[src/rtl/fifo_uart_tx_pkg.sv]
// Shared definitions for the FIFO-fed UART transmitter: FSM encoding,
// data width and idle line level.
package fifo_pkg;

    localparam int DATA_W = 8;
    localparam logic LINE_IDLE = 1'b1;

    typedef enum logic [2:0] {
        ST_IDLE   = 3'd0,
        ST_POP    = 3'd1,
        ST_WAIT   = 3'd2,
        ST_START  = 3'd3,
        ST_DATA   = 3'd4,
        ST_PARITY = 3'd5,
        ST_STOP   = 3'd6
    } tx_state_e;

endpackage

[src/rtl/fifo_uart_tx_if.sv]
// FIFO read-side handshake between the transmitter (master, issues pops)
// and the FIFO (slave, supplies empty flag and read data).
interface fifo_uart_tx_if;
    import fifo_pkg::*;

    logic              empty;
    logic [DATA_W-1:0] fifo_data;
    logic              remove;

    modport master (output remove, input empty, input fifo_data);
    modport slave  (input remove, output empty, output fifo_data);

endinterface

[src/rtl/fifo_uart_tx_baud_gen.sv]
// Baud counter: counts clk_out cycles within one serial bit and flags the
// last cycle of the bit. Held at zero while clear is asserted.
module baud_gen #(
    parameter int CLKS_PER_BIT = 16
) (
    input  logic clk_out,
    input  logic reset,
    input  logic clear,
    output logic bit_end
);

    localparam int CW = (CLKS_PER_BIT > 1) ? $clog2(CLKS_PER_BIT) : 1;
    localparam logic [CW-1:0] LAST = CW'(CLKS_PER_BIT - 1);

    logic [CW-1:0] cnt;

    // Free-running within a bit, wraps on the last cycle of each bit.
    always_ff @(posedge clk_out or negedge reset) begin
        if (!reset)                cnt <= '0;
        else if (clear || bit_end) cnt <= '0;
        else                       cnt <= cnt + CW'(1);
    end

    assign bit_end = (cnt == LAST);

endmodule

[src/rtl/fifo_uart_tx.sv]
// FIFO-fed UART transmitter: pops a byte, waits RD_LAT cycles for read data,
// then sends start, 8 data bits LSB first, optional even parity, stop.
// Optional feature macro: FIFO_UART_PARITY_EN (inserts the parity bit).
// All outputs are registered, so tx/frame_done trail the FSM state by a cycle.
module fifo_uart_tx
    import fifo_pkg::*;
#(
    parameter int CLKS_PER_BIT = 16,
    parameter int RD_LAT       = 3
) (
    input  logic                  clk_out,
    input  logic                  reset,
    input  logic                  tx_en,
    fifo_uart_tx_if.master        fifo,
    output logic                  tx,
    output logic                  busy,
    output logic                  frame_done
);

    localparam int WW = (RD_LAT > 0) ? $clog2(RD_LAT + 1) : 1;

    tx_state_e         state, nxt;
    logic [WW-1:0]     wait_cnt;
    logic [DATA_W-1:0] shreg;
    logic [2:0]        bit_idx;
    logic              bit_end;
    logic              wait_last;
    logic              baud_clear;
    logic              can_start;

    assign wait_last  = (wait_cnt == WW'(RD_LAT - 1));
    assign baud_clear = (state == ST_IDLE) || (state == ST_POP) || (state == ST_WAIT);
    assign can_start  = tx_en && !fifo.empty;

    baud_gen #(.CLKS_PER_BIT(CLKS_PER_BIT)) u_baud (
        .clk_out (clk_out),
        .reset   (reset),
        .clear   (baud_clear),
        .bit_end (bit_end)
    );

    // State register.
    always_ff @(posedge clk_out or negedge reset) begin
        if (!reset) state <= ST_IDLE;
        else        state <= nxt;
    end

    // Next-state logic; once POP is issued the frame runs to completion.
    always_comb begin
        nxt = state;
        case (state)
            ST_IDLE:  if (can_start) nxt = ST_POP;
            ST_POP:   nxt = ST_WAIT;
            ST_WAIT:  if (wait_last) nxt = ST_START;
            ST_START: if (bit_end) nxt = ST_DATA;
`ifdef FIFO_UART_PARITY_EN
            ST_DATA:   if (bit_end && bit_idx == 3'd7) nxt = ST_PARITY;
            ST_PARITY: if (bit_end) nxt = ST_STOP;
`else
            ST_DATA:  if (bit_end && bit_idx == 3'd7) nxt = ST_STOP;
`endif
            ST_STOP:  if (bit_end) nxt = can_start ? ST_POP : ST_IDLE;
            default:  nxt = ST_IDLE;
        endcase
    end

    // Datapath and registered outputs.
    always_ff @(posedge clk_out or negedge reset) begin
        if (!reset) begin
            wait_cnt    <= '0;
            shreg       <= '0;
            bit_idx     <= '0;
            tx          <= LINE_IDLE;
            fifo.remove <= 1'b0;
            busy        <= 1'b0;
            frame_done  <= 1'b0;
        end else begin
            wait_cnt <= (state == ST_WAIT) ? wait_cnt + WW'(1) : '0;
            if (state == ST_WAIT && wait_last) shreg <= fifo.fifo_data;
            if (state != ST_DATA)  bit_idx <= '0;
            else if (bit_end)      bit_idx <= bit_idx + 3'd1;
            fifo.remove <= (nxt == ST_POP);
            busy        <= (nxt != ST_IDLE);
            frame_done  <= (state == ST_STOP) && bit_end;
            case (state)
                ST_START:  tx <= 1'b0;
                ST_DATA:   tx <= shreg[bit_idx];
`ifdef FIFO_UART_PARITY_EN
                ST_PARITY: tx <= ^shreg;
`endif
                default:   tx <= LINE_IDLE;
            endcase
        end
    end

endmodule
[src/flat_wrapper.sv]
// flat-port wrapper written by rule: the top's interface ports become plain ports
module fifo_uart_tx_flat import fifo_pkg::*;
#(
    parameter int CLKS_PER_BIT = 16,
    parameter int RD_LAT       = 3
)
  (clk_out, reset, tx_en, tx, busy, frame_done, fifo_remove, fifo_empty, fifo_fifo_data);
  fifo_uart_tx_if fifo_i ();
  input  logic clk_out;
  input  logic reset;
  input  logic tx_en;
  output logic tx;
  output logic busy;
  output logic frame_done;
  output wire logic [$bits(fifo_i.remove)-1:0] fifo_remove;
  input wire logic [$bits(fifo_i.empty)-1:0] fifo_empty;
  input wire logic [$bits(fifo_i.fifo_data)-1:0] fifo_fifo_data;
  assign fifo_remove = fifo_i.remove;
  assign fifo_i.empty = fifo_empty;
  assign fifo_i.fifo_data = fifo_fifo_data;
  fifo_uart_tx #(.CLKS_PER_BIT(CLKS_PER_BIT), .RD_LAT(RD_LAT)) u_core (.clk_out(clk_out), .reset(reset), .tx_en(tx_en), .fifo(fifo_i), .tx(tx), .busy(busy), .frame_done(frame_done));
endmodule
[config.mk]
export PLATFORM = sky130hd
export DESIGN_NAME = fifo_uart_tx_flat
export DESIGN_NICKNAME = d
export VERILOG_FILES = /design/src/rtl/fifo_uart_tx_pkg.sv /design/src/rtl/fifo_uart_tx_if.sv /design/src/rtl/fifo_uart_tx_baud_gen.sv /design/src/rtl/fifo_uart_tx.sv /design/src/flat_wrapper.sv
export SDC_FILE = /design/constraint.sdc
export NUM_CORES = 1
export LEC_CHECK = 0
export ABC_AREA = 1
export CAP_MARGIN = 20
export CELL_PAD_IN_SITES_DETAIL_PLACEMENT = 0
export CELL_PAD_IN_SITES_GLOBAL_PLACEMENT = 2
export CORE_AREA = 2 2 45 89
export CTS_BUF_LIST = sky130_fd_sc_hd__clkbuf_16
export DETAILED_ROUTE_END_ITERATION = 7
export DIE_AREA = 0 0 47 91
export PLACE_DENSITY = 0.78
export RECOVER_POWER = 100
export SYNTH_ARGS = -nofsm -noshare
export SYNTH_HDL_FRONTEND = slang
export SYNTH_HIERARCHICAL = 1
export SYNTH_SLANG_ARGS = --single-unit
export TNS_END_PERCENT = 50
[constraint.sdc]
create_clock -name clk_out -period 4.6 [get_ports clk_out]
set_input_delay 1.38 -clock clk_out [delete_from_list [all_inputs] [get_ports clk_out]]
set_output_delay 1.38 -clock clk_out [all_outputs]
set_load 0.01 [all_outputs]
==> results of run 1 <==
[registers in the layout (all words and copies together), names as in the netlist]
| signal | count |
|---|---|
| u_core/wait_cnt | 2 |
| u_core/tx | 1 |
| u_core/fifo.remove | 1 |
| u_core/busy | 1 |
| u_core/u_baud/cnt | 4 |
| u_core/shreg | 8 |
| u_core/state | 3 |
| u_core/frame_done | 1 |
| u_core/bit_idx | 3 |
[worst max path at each step]
stage                          from                 end  cells after the start
after floorplan           u_core/tx                  tx                      0
after global placement        reset  u_core/wait_cnt[0]                      1
after detailed placement      reset  u_core/wait_cnt[0]                      1
after CTS                 u_core/tx                  tx                      1
after global routing          reset     u_core/shreg[4]                      2
final                     u_core/tx                  tx                      1
[placed cells by master, fill, tap and decap left out]
cell type and count:
a21boi_0 2, a21oi_1 5, clkbuf_1 1, clkbuf_16 3, clkdlybuf4s50_1 1, clkinv_1 1
clkinv_4 1, dfrtp_1 23, dfstp_2 1, dlygate4sd3_1 14, ha_1 4, inv_1 16
inv_2 1, nand2_1 49, nand2_2 1, nand3_1 10, nand3_2 1, nand3_4 1
nand4_1 1, nor2_1 19, nor2_2 1, nor3b_1 1, o21ai_0 2, o21bai_1 1
or2_2 1
[logic make-up after synthesis]
family                   count (synthesis)
buffers and inverters                   20
AND/OR/NAND/NOR                         85
adder cells (fa/ha/maj)                  4
flip-flops                              24
AO/OA/AOI/OAI                           10
[metrics by stage]
step | util (%) | area (um2) | worst slack [ps]
after floorplan | - | 1180 | 2700
after global placement | 38.8 | 1380 | 1920
after detailed placement | 38.8 | 1380 | 1830
after CTS | 41.0 | 1460 | 1910
after global routing | 40.4 | 1440 | 1800
final | 40.4 | 1440 | 1860
[final cells by class]
cell class / count / area (um2)
fillers: 403 / 2130
flip-flops and latches: 24 / 602
multi-input cells: 99 / 473
repair buffers: 16 / 154
clock buffers: 3 / 75.1
inverters: 18 / 72.6
well taps: 49 / 61.3
clock inverters: 1 / 3.75
[layer usage]
layer	routed length, um	vias up	global-route usage (%)
met3	47	2	1.79
met1	863	432	14.0
met5	0	-	0
met4	28	0	4.86
met2	1400	9	24.3
li1	-	475	-
[where the power goes]
part / switching (W) / internal, W
clock: 0.0000673 / 0.000116
combinational: 0.000114 / 0.0000818
sequential: 0.0000427 / 0.000277
==> results.py, run 1 <==
metrics = {
    "setup_path": {
        "rr_worst_depth": 7,
        "required_ps": 3220,
        "start_kind": "flop",
        "cp_max_fo": 1,
        "path_buf_inv": 1,
        "cp_top_family": "buffers and inverters",
        "slowest_delay_ps": 600,
        "critPathArrivalTime_ps": 1360,
        "reg2reg_to": "u_core/busy",
        "crit_path_cell_trace": "dlygate4sd3_1",
        "end_kind": "primary output",
        "path_class": "reg2out",
        "r2r_slack_ps": 2780,
        "crit_path_top_delay_cell": "dlygate4sd3_1",
        "timing.rr.start": "u_core/u_baud/cnt[0]",
    },
    "hold_path": {
        "hp-start": "u_core/wait_cnt[0]",
        "holdPathStages": 1,
        "holdCritPathClass": "reg2reg",
        "min_to": "u_core/wait_cnt[0]",
    },
    "timing": {
        "clock_skew_ps": 2.64,
        "worst_pin_slew_ps": 697,
        "max_slew_margin_pct": 53.5,
        "tns_ps": 0,
        "setup_violations": 0,
        "rsz0062_at_grt": "no",
        "hold_viol": 0,
        "whs_ps": 432,
        "finalCritPeriodShare_pct": 59.6,
        "max_freq_ghz": 0.365,
        "min_period_ps": 2740,
        "drv_slew": 0,
    },
    "route": {
        "drt-pass1-iter-count": 4,
        "vias_per_cell": 4.37,
        "ant_nets": 0,
        "route.detailed.drc": 0,
        "wl_per_cell_um": 11.1,
        "drt_iter0_drc": 9,
        "dr_total_vias": 918,
        "wl_um": 2340,
    },
    "place": {
        "gp_congestion": 0.683,
        "dp_cells": 205,
        "hpwl_um": 1840,
        "portBuffers": 15,
    },
    "yosys": {
        "syn-num-nets": 159,
        "synth_top_area_share_pct": 48.7,
        "post-synth-top-count-cell": "nand2_1",
        "ys_types": 24,
        "synth_compound_area_share_pct": 6.14,
        "synth_top_family_by_area": "simple AND/OR/NAND/NOR gates",
        "synthAdderAreaFrac_pct": 4.23,
        "synth.avg_cell_area_um2": 8.27,
        "muxShareOfSynthArea_pct": 0,
        "yosys_warnings": 6,
        "ys_seq_area_share_pct": 50.9,
        "synthArstFlopShare_pct": 100,
        "synth_area_um2": 1180,
        "synth_commonest_cells": "nand2_1 (48), dfrtp_1 (23), nor2_1 (18), inv_1 (14), nand3_1 (10)",
        "ys.flop_type": "dfrtp_1",
        "yosysTopAreaCell": "dfrtp_1",
        "synthTopCellsByArea": "dfrtp_1 (49%), nand2_1 (15%), nor2_1 (5.7%)",
        "synth-edff-count": 0,
        "ys_ff_latch": 24,
        "syn_inst": 143,
        "synth-simple-area-share_pct": 31.7,
        "synth-xor-area-share_pct": 0,
    },
    "floorplanning": {
        "num_rows": 31,
        "ioPinCount": 16,
        "chipWidth_um": 47,
        "dieArea_um2": 4280,
        "die_height_um": 91,
        "initial_core_util_pct": 33.1,
        "core_area_um2": 3570,
    },
    "power": {
        "power_w": 0.000698,
        "p_leak_nw": 0.734,
        "p_per_area_nw_per_um2": 485,
        "vdd_drop_max_v": 0.000315,
    },
    "grt": {
        "grt_pass1_vias": 975,
        "grt_max_degree": 25,
        "grt_pass1_wl_um": 4220,
        "grt_antenna_before_repair": 0,
        "gr-total-overflow": 0,
        "grt_use_total_pct": 13.3,
    },
    "clock_tree": {
        "cts_tree": "yes",
        "cts_hold_buf": 0,
        "cts_buffer_depth": 2,
        "cts_buffers": 3,
        "ctsResizeCount": 0,
        "insertion_delay_ps": 250,
        "htree_levels": 1,
        "cts_root_buf": "clkbuf_16",
        "clkSinkCount": 24,
        "clkTransAtPathRegs_ps": 60,
        "cts_setup_buffers": 0,
    },
    "cells_and_area": {
        "fin_cells": 210,
        "post_route_cells_drive_above_1_share_pct": 6.83,
        "n_antenna_cell": 0,
        "nets": 178,
        "syn_to_final_growth_pct": 21.9,
    },
    "job": {
        "maxCapViolCount": 0,
    },
    "status": {
        "status": "completed",
    },
}
(Power assumes the default switching activity.)
==> inputs of run 2 (changes only) <==
CORE_AREA = 2 2 49 97   (was 2 2 45 89)
DIE_AREA = 0 0 51 99   (was 0 0 47 91)
PLACE_DENSITY = 0.69   (was 0.78)
clock period = 2.4 ns   (was 4.6 ns; I/O delays follow)
==> run 2 against run 1 <==
Effect of this change: sequential cell count is the same; first-iteration DRC count grew 22%; sequential share of layout area grew 0.073 points; setup slack lost 1500 ps; cell count grew 2.9%; die area grew 18%; core utilization shrank 6.9 points.
==> results.py, run 2 (synthesis results as in run 1) <==
metrics = {
    "place": {
        "portBuffers": 15,
        "dp_cells": 212,
        "gp_congestion": 0.708,
        "hpwl_um": 1810,
        "placed_cell_area_um2": 1410,
    },
    "route": {
        "ant_nets": 0,
        "drt_iter0_drc": 11,
        "dr_total_vias": 923,
        "wl_um": 2360,
        "vias_per_cell": 4.27,
        "wl_per_cell_um": 10.9,
        "route.detailed.drc": 0,
        "drt-pass1-iter-count": 4,
    },
    "grt": {
        "gr-total-overflow": 0,
        "grt.met2_usage_pct": 18.6,
        "grt_util_met3_pct": 1.82,
        "grt_use_total_pct": 10.4,
        "grt_pass1_wl_um": 4000,
        "busiest_layer": "met2",
        "grt_antenna_before_repair": 0,
        "grt_max_degree": 25,
        "grt_pass1_vias": 892,
        "grt_use_met1_pct": 11.6,
    },
    "timing": {
        "setup_violations": 0,
        "max_freq_ghz": 0.483,
        "clock_skew_ps": 4.53,
        "rsz0062_at_grt": "no",
        "whs_ps": 434,
        "hold_viol": 0,
        "drv_slew": 0,
        "worst_pin_slew_ps": 413,
        "finalCritPeriodShare_pct": 86.2,
        "min_period_ps": 2070,
        "tns_ps": 0,
        "max_slew_margin_pct": 72.4,
    },
    "cells_and_area": {
        "layout_commonest_cell": "nand2_1",
        "n_antenna_cell": 0,
        "reg_top3": "u_core/shreg: 8 flops, u_core/u_baud/cnt: 4 flops",
        "largest-register": "u_core/shreg",
        "post_route_cells_drive_above_1_share_pct": 6.79,
        "largest_register_ffs": 8,
        "nets": 179,
        "layout_common_cells": "nand2_1 (49), dfrtp_1 (23), nor2_1 (19)",
        "syn_to_final_growth_pct": 21.7,
        "fin_area_um2": 1440,
        "fin_cells": 216,
    },
    "power": {
        "combPwrFrac_pct": 27.1,
        "seqPwrFrac_pct": 45.6,
        "vdd_drop_max_v": 0.000399,
        "p_int_w": 0.000906,
        "switching_share_pct": 31.9,
        "p_per_area_nw_per_um2": 925,
        "switchingPower_w": 0.000424,
        "p_leak_nw": 0.733,
        "pwr-share-clk_pct": 27.3,
    },
    "setup_path": {
        "path_buf_inv": 1,
        "path_class": "reg2out",
        "cp_max_fo": 1,
        "cp_top_family": "buffers and inverters",
        "crit_path_cell_trace": "dlygate4sd3_1",
        "cp.depth": 1,
        "required_ps": 1680,
        "start_kind": "flop",
        "critPathArrivalTime_ps": 1350,
        "rr_worst_depth": 9,
        "crit_path_top_delay_cell": "dlygate4sd3_1",
        "end_kind": "primary output",
        "slowest_delay_ps": 590,
    },
    "floorplanning": {
        "dieArea_um2": 5050,
        "chipWidth_um": 51,
        "initial_core_util_pct": 27.5,
        "num_rows": 34,
        "ioPinCount": 16,
        "core_area_um2": 4300,
        "die_height_um": 99,
    },
    "clock_tree": {
        "htree_levels": 1,
        "ctsResizeCount": 0,
        "cts_root_buf": "clkbuf_16",
        "clkTransAtPathRegs_ps": 60,
        "cts_buffer_depth": 2,
        "cts_tree": "yes",
        "cts_hold_buf": 0,
        "clkSinkCount": 24,
        "insertion_delay_ps": 260,
        "cts_setup_buffers": 0,
        "cts_buffers": 3,
    },
    "hold_path": {
        "holdPathStages": 1,
        "holdCritPathClass": "reg2reg",
    },
    "job": {
        "maxCapViolCount": 0,
    },
    "status": {
        "status": "completed",
    },
}
## run 2: changes by cell type in the layout (fill, tap and decap cells not counted)
| cell | delta |
|---|---|
| clkinvlp_2 | +1 |
| dlygate4sd3_1 | -9 |
| clkdlybuf4s50_1 | +9 |
| inv_1 | +1 |
| nand3_4 | -1 |
| clkinv_4 | -1 |
| buf_4 | +1 |
| clkinv_1 | -1 |
| nand3_1 | +1 |
## run 2: cell type report
| type | instances | area, um2 |
|---|---|---|
| Fill cell | 475 | 2860 |
| Sequential cell | 24 | 602 |
| Multi-Input combinational cell | 99 | 460 |
| Timing Repair Buffer | 17 | 161 |
| Clock buffer | 3 | 75.1 |
| Inverter | 18 | 68.8 |
| Tap cell | 54 | 67.6 |
| Clock inverter | 1 | 3.75 |
## run 2: through the flow
step	utilization, %	total power [W]	setup WS, ps
2_1_floorplan	-	0.000895	930
3_5_place_dp	32.7	0.00103	664
5_1_grt	33.5	0.00144	304
4_1_cts	34.5	0.00140	386
6_report	33.5	0.00133	330
3_3_place_gp	32.7	0.00102	666
## run 2: power by group through the flow
stage | Combinational (W) | Sequential (W) | Clock [W]
5_1_grt | 0.000422 | 0.000623 | 0.000395
3_3_place_gp | 0.000406 | 0.000618 | 0
4_1_cts | 0.000417 | 0.000612 | 0.000376
2_1_floorplan | 0.000289 | 0.000606 | 0
3_5_place_dp | 0.000414 | 0.000619 | 0
6_report | 0.000360 | 0.000607 | 0.000363
## run 2: worst paths after layout
kind	from	end	slack (ps)
max in group asynchronous	reset	u_core/tx	1200
min	u_core/wait_cnt[0]	u_core/wait_cnt[0]	430
min reg2reg	u_core/wait_cnt[0]	u_core/wait_cnt[0]	430
min in group asynchronous	reset	u_core/bit_idx[0]	900
max reg2reg	u_core/u_baud/cnt[0]	u_core/busy	640
max	u_core/tx	tx	330
## run 2: per-layer routing
metal	routed length [um]	vias up	share of wire [%]
li1	-	481	-
met1	995	431	42
met2	1290	9	55
met3	45	2	1.9
met4	28	0	1.2
met5	0	-	0
==> inputs of run 3 (changes only) <==
CORE_AREA = 2 2 45 89   (was 2 2 49 97)
DIE_AREA = 0 0 47 91   (was 0 0 51 99)
PLACE_DENSITY = 0.78   (was 0.69)
SLEW_MARGIN = 30   (was default)
clock period = 2.6 ns   (was 2.4 ns; I/O delays follow)
==> run 3 against run 2 <==
Effect of this change: clock-buffer cell count did not move; via count grew 0.87%; largest power group unchanged; first-iteration DRC count down 9.1%; hold slack gained 2.3 ps; critical path type unchanged; critical endpoint unchanged; sequential cell count unchanged.
==> results.py, run 3 (synthesis results as in run 1) <==
metrics = {
    "timing": {
        "worst_pin_slew_ps": 1300,
        "tns_ps": 0,
        "max_slew_margin_pct": 13.6,
        "finalCritPeriodShare_pct": 81.9,
        "drv_slew": 0,
        "clock_skew_ps": 2.71,
        "hold_viol": 0,
        "max_freq_ghz": 0.470,
        "min_period_ps": 2130,
        "rsz0062_at_grt": "no",
        "setup_violations": 0,
    },
    "clock_tree": {
        "ctsResizeCount": 0,
        "cts_buffer_depth": 2,
        "clkSinkCount": 24,
        "cts_hold_buf": 0,
        "cts_buffers": 3,
        "cts_tree": "yes",
        "cts_root_buf": "clkbuf_16",
        "htree_levels": 1,
        "insertion_delay_ps": 260,
        "clkTransAtPathRegs_ps": 60,
        "cts_setup_buffers": 0,
    },
    "route": {
        "vias_per_cell": 4.43,
        "wl_per_cell_um": 10.5,
        "wl_um": 2210,
        "drt_iter0_drc": 10,
        "ant_nets": 0,
        "route.detailed.drc": 0,
        "drt-pass1-iter-count": 4,
        "dr_total_vias": 931,
    },
    "grt": {
        "grt_pass1_vias": 948,
        "grt_max_degree": 25,
        "grt_use_total_pct": 12.8,
        "gr-total-overflow": 0,
        "grt_pass1_wl_um": 4000,
        "grt_antenna_before_repair": 0,
    },
    "status": {
        "status": "completed",
    },
    "floorplanning": {
        "chipWidth_um": 47,
        "dieArea_um2": 4280,
        "initial_core_util_pct": 33.1,
        "core_area_um2": 3570,
        "die_height_um": 91,
        "ioPinCount": 16,
        "num_rows": 31,
    },
    "place": {
        "placed_cell_area_um2": 1390,
        "hpwl_um": 1740,
        "gp_congestion": 0.714,
        "portBuffers": 15,
    },
    "cells_and_area": {
        "layout_commonest_cell": "nand2_1",
        "reg_top3": "u_core/shreg: 8 flops, u_core/u_baud/cnt: 4 flops",
        "largest-register": "u_core/shreg",
        "fin_area_um2": 1430,
        "syn_to_final_growth_pct": 20.5,
        "largest_register_ffs": 8,
        "post_route_cells_drive_above_1_share_pct": 6.21,
        "nets": 178,
        "layout_common_cells": "nand2_1 (49), dfrtp_1 (23), nor2_1 (19)",
        "n_antenna_cell": 0,
    },
    "power": {
        "power_w": 0.00121,
        "vdd_drop_max_v": 0.000493,
        "p_per_area_nw_per_um2": 852,
        "p_leak_nw": 0.728,
    },
    "setup_path": {
        "path_class": "reg2out",
        "crit_path_top_delay_cell": "dlygate4sd3_1",
        "cp_max_fo": 1,
        "critPathArrivalTime_ps": 1350,
        "cp_top_family": "buffers and inverters",
        "end_kind": "primary output",
        "crit_path_cell_trace": "dlygate4sd3_1",
        "required_ps": 1820,
        "path_buf_inv": 1,
        "start_kind": "flop",
        "slowest_delay_ps": 590,
    },
    "hold_path": {
        "holdCritPathClass": "reg2reg",
    },
    "job": {
        "maxCapViolCount": 0,
    },
}
[run 3: stage by stage]
step	hold WS (ps)	setup slack, ps	std cells	util (%)
floorplan	403	1130	143	-
global placement	416	808	206	39.0
detailed placement	433	792	206	39.0
CTS	440	527	210	41.2
global route	459	300	210	39.9
finish	436	471	210	39.9
[run 3: layer usage]
layer  vias to the layer above  global-route usage (%)  wire length, um
met2                        14                    22.1             1240
met4                         0                    6.94               61
met5                         -                       0                0
met3                         5                    1.79               60
li1                        478                       -                -
met1                       434                    13.5              845
[run 3: path summary, 6_finish.rpt]
kind	end	slack, ps	depth (start not counted)	startpoint
worst min-delay path	u_core/wait_cnt[0]	440	1	u_core/wait_cnt[0]
worst min register to register	u_core/wait_cnt[0]	440	1	u_core/wait_cnt[0]
min in group asynchronous	u_core/bit_idx[0]	1260	2	reset
max in group asynchronous	u_core/busy	570	2	reset
worst max register to register	u_core/busy	820	8	u_core/u_baud/cnt[0]
worst max-delay path	tx	470	1	u_core/tx
[run 3: cell type report]
class,instances,area (um2)
clock buffer,3,75.1
clock inverter,1,3.75
fill,398,2140
inverter,18,68.8
multi-input combinational,99,460
sequential,24,602
tap,49,61.3
timing repair buffer,16,154
[run 3: where the power goes]
group / total [W] / internal (W) / leakage [nW] / switching, W
registers: 0.000561 / 0.000489 / 0.307 / 0.0000715
clock network: 0.000329 / 0.000205 / 0.0423 / 0.000124
logic: 0.000325 / 0.000141 / 0.379 / 0.000183
total: 0.00121 / 0.000836 / 0.728 / 0.000379
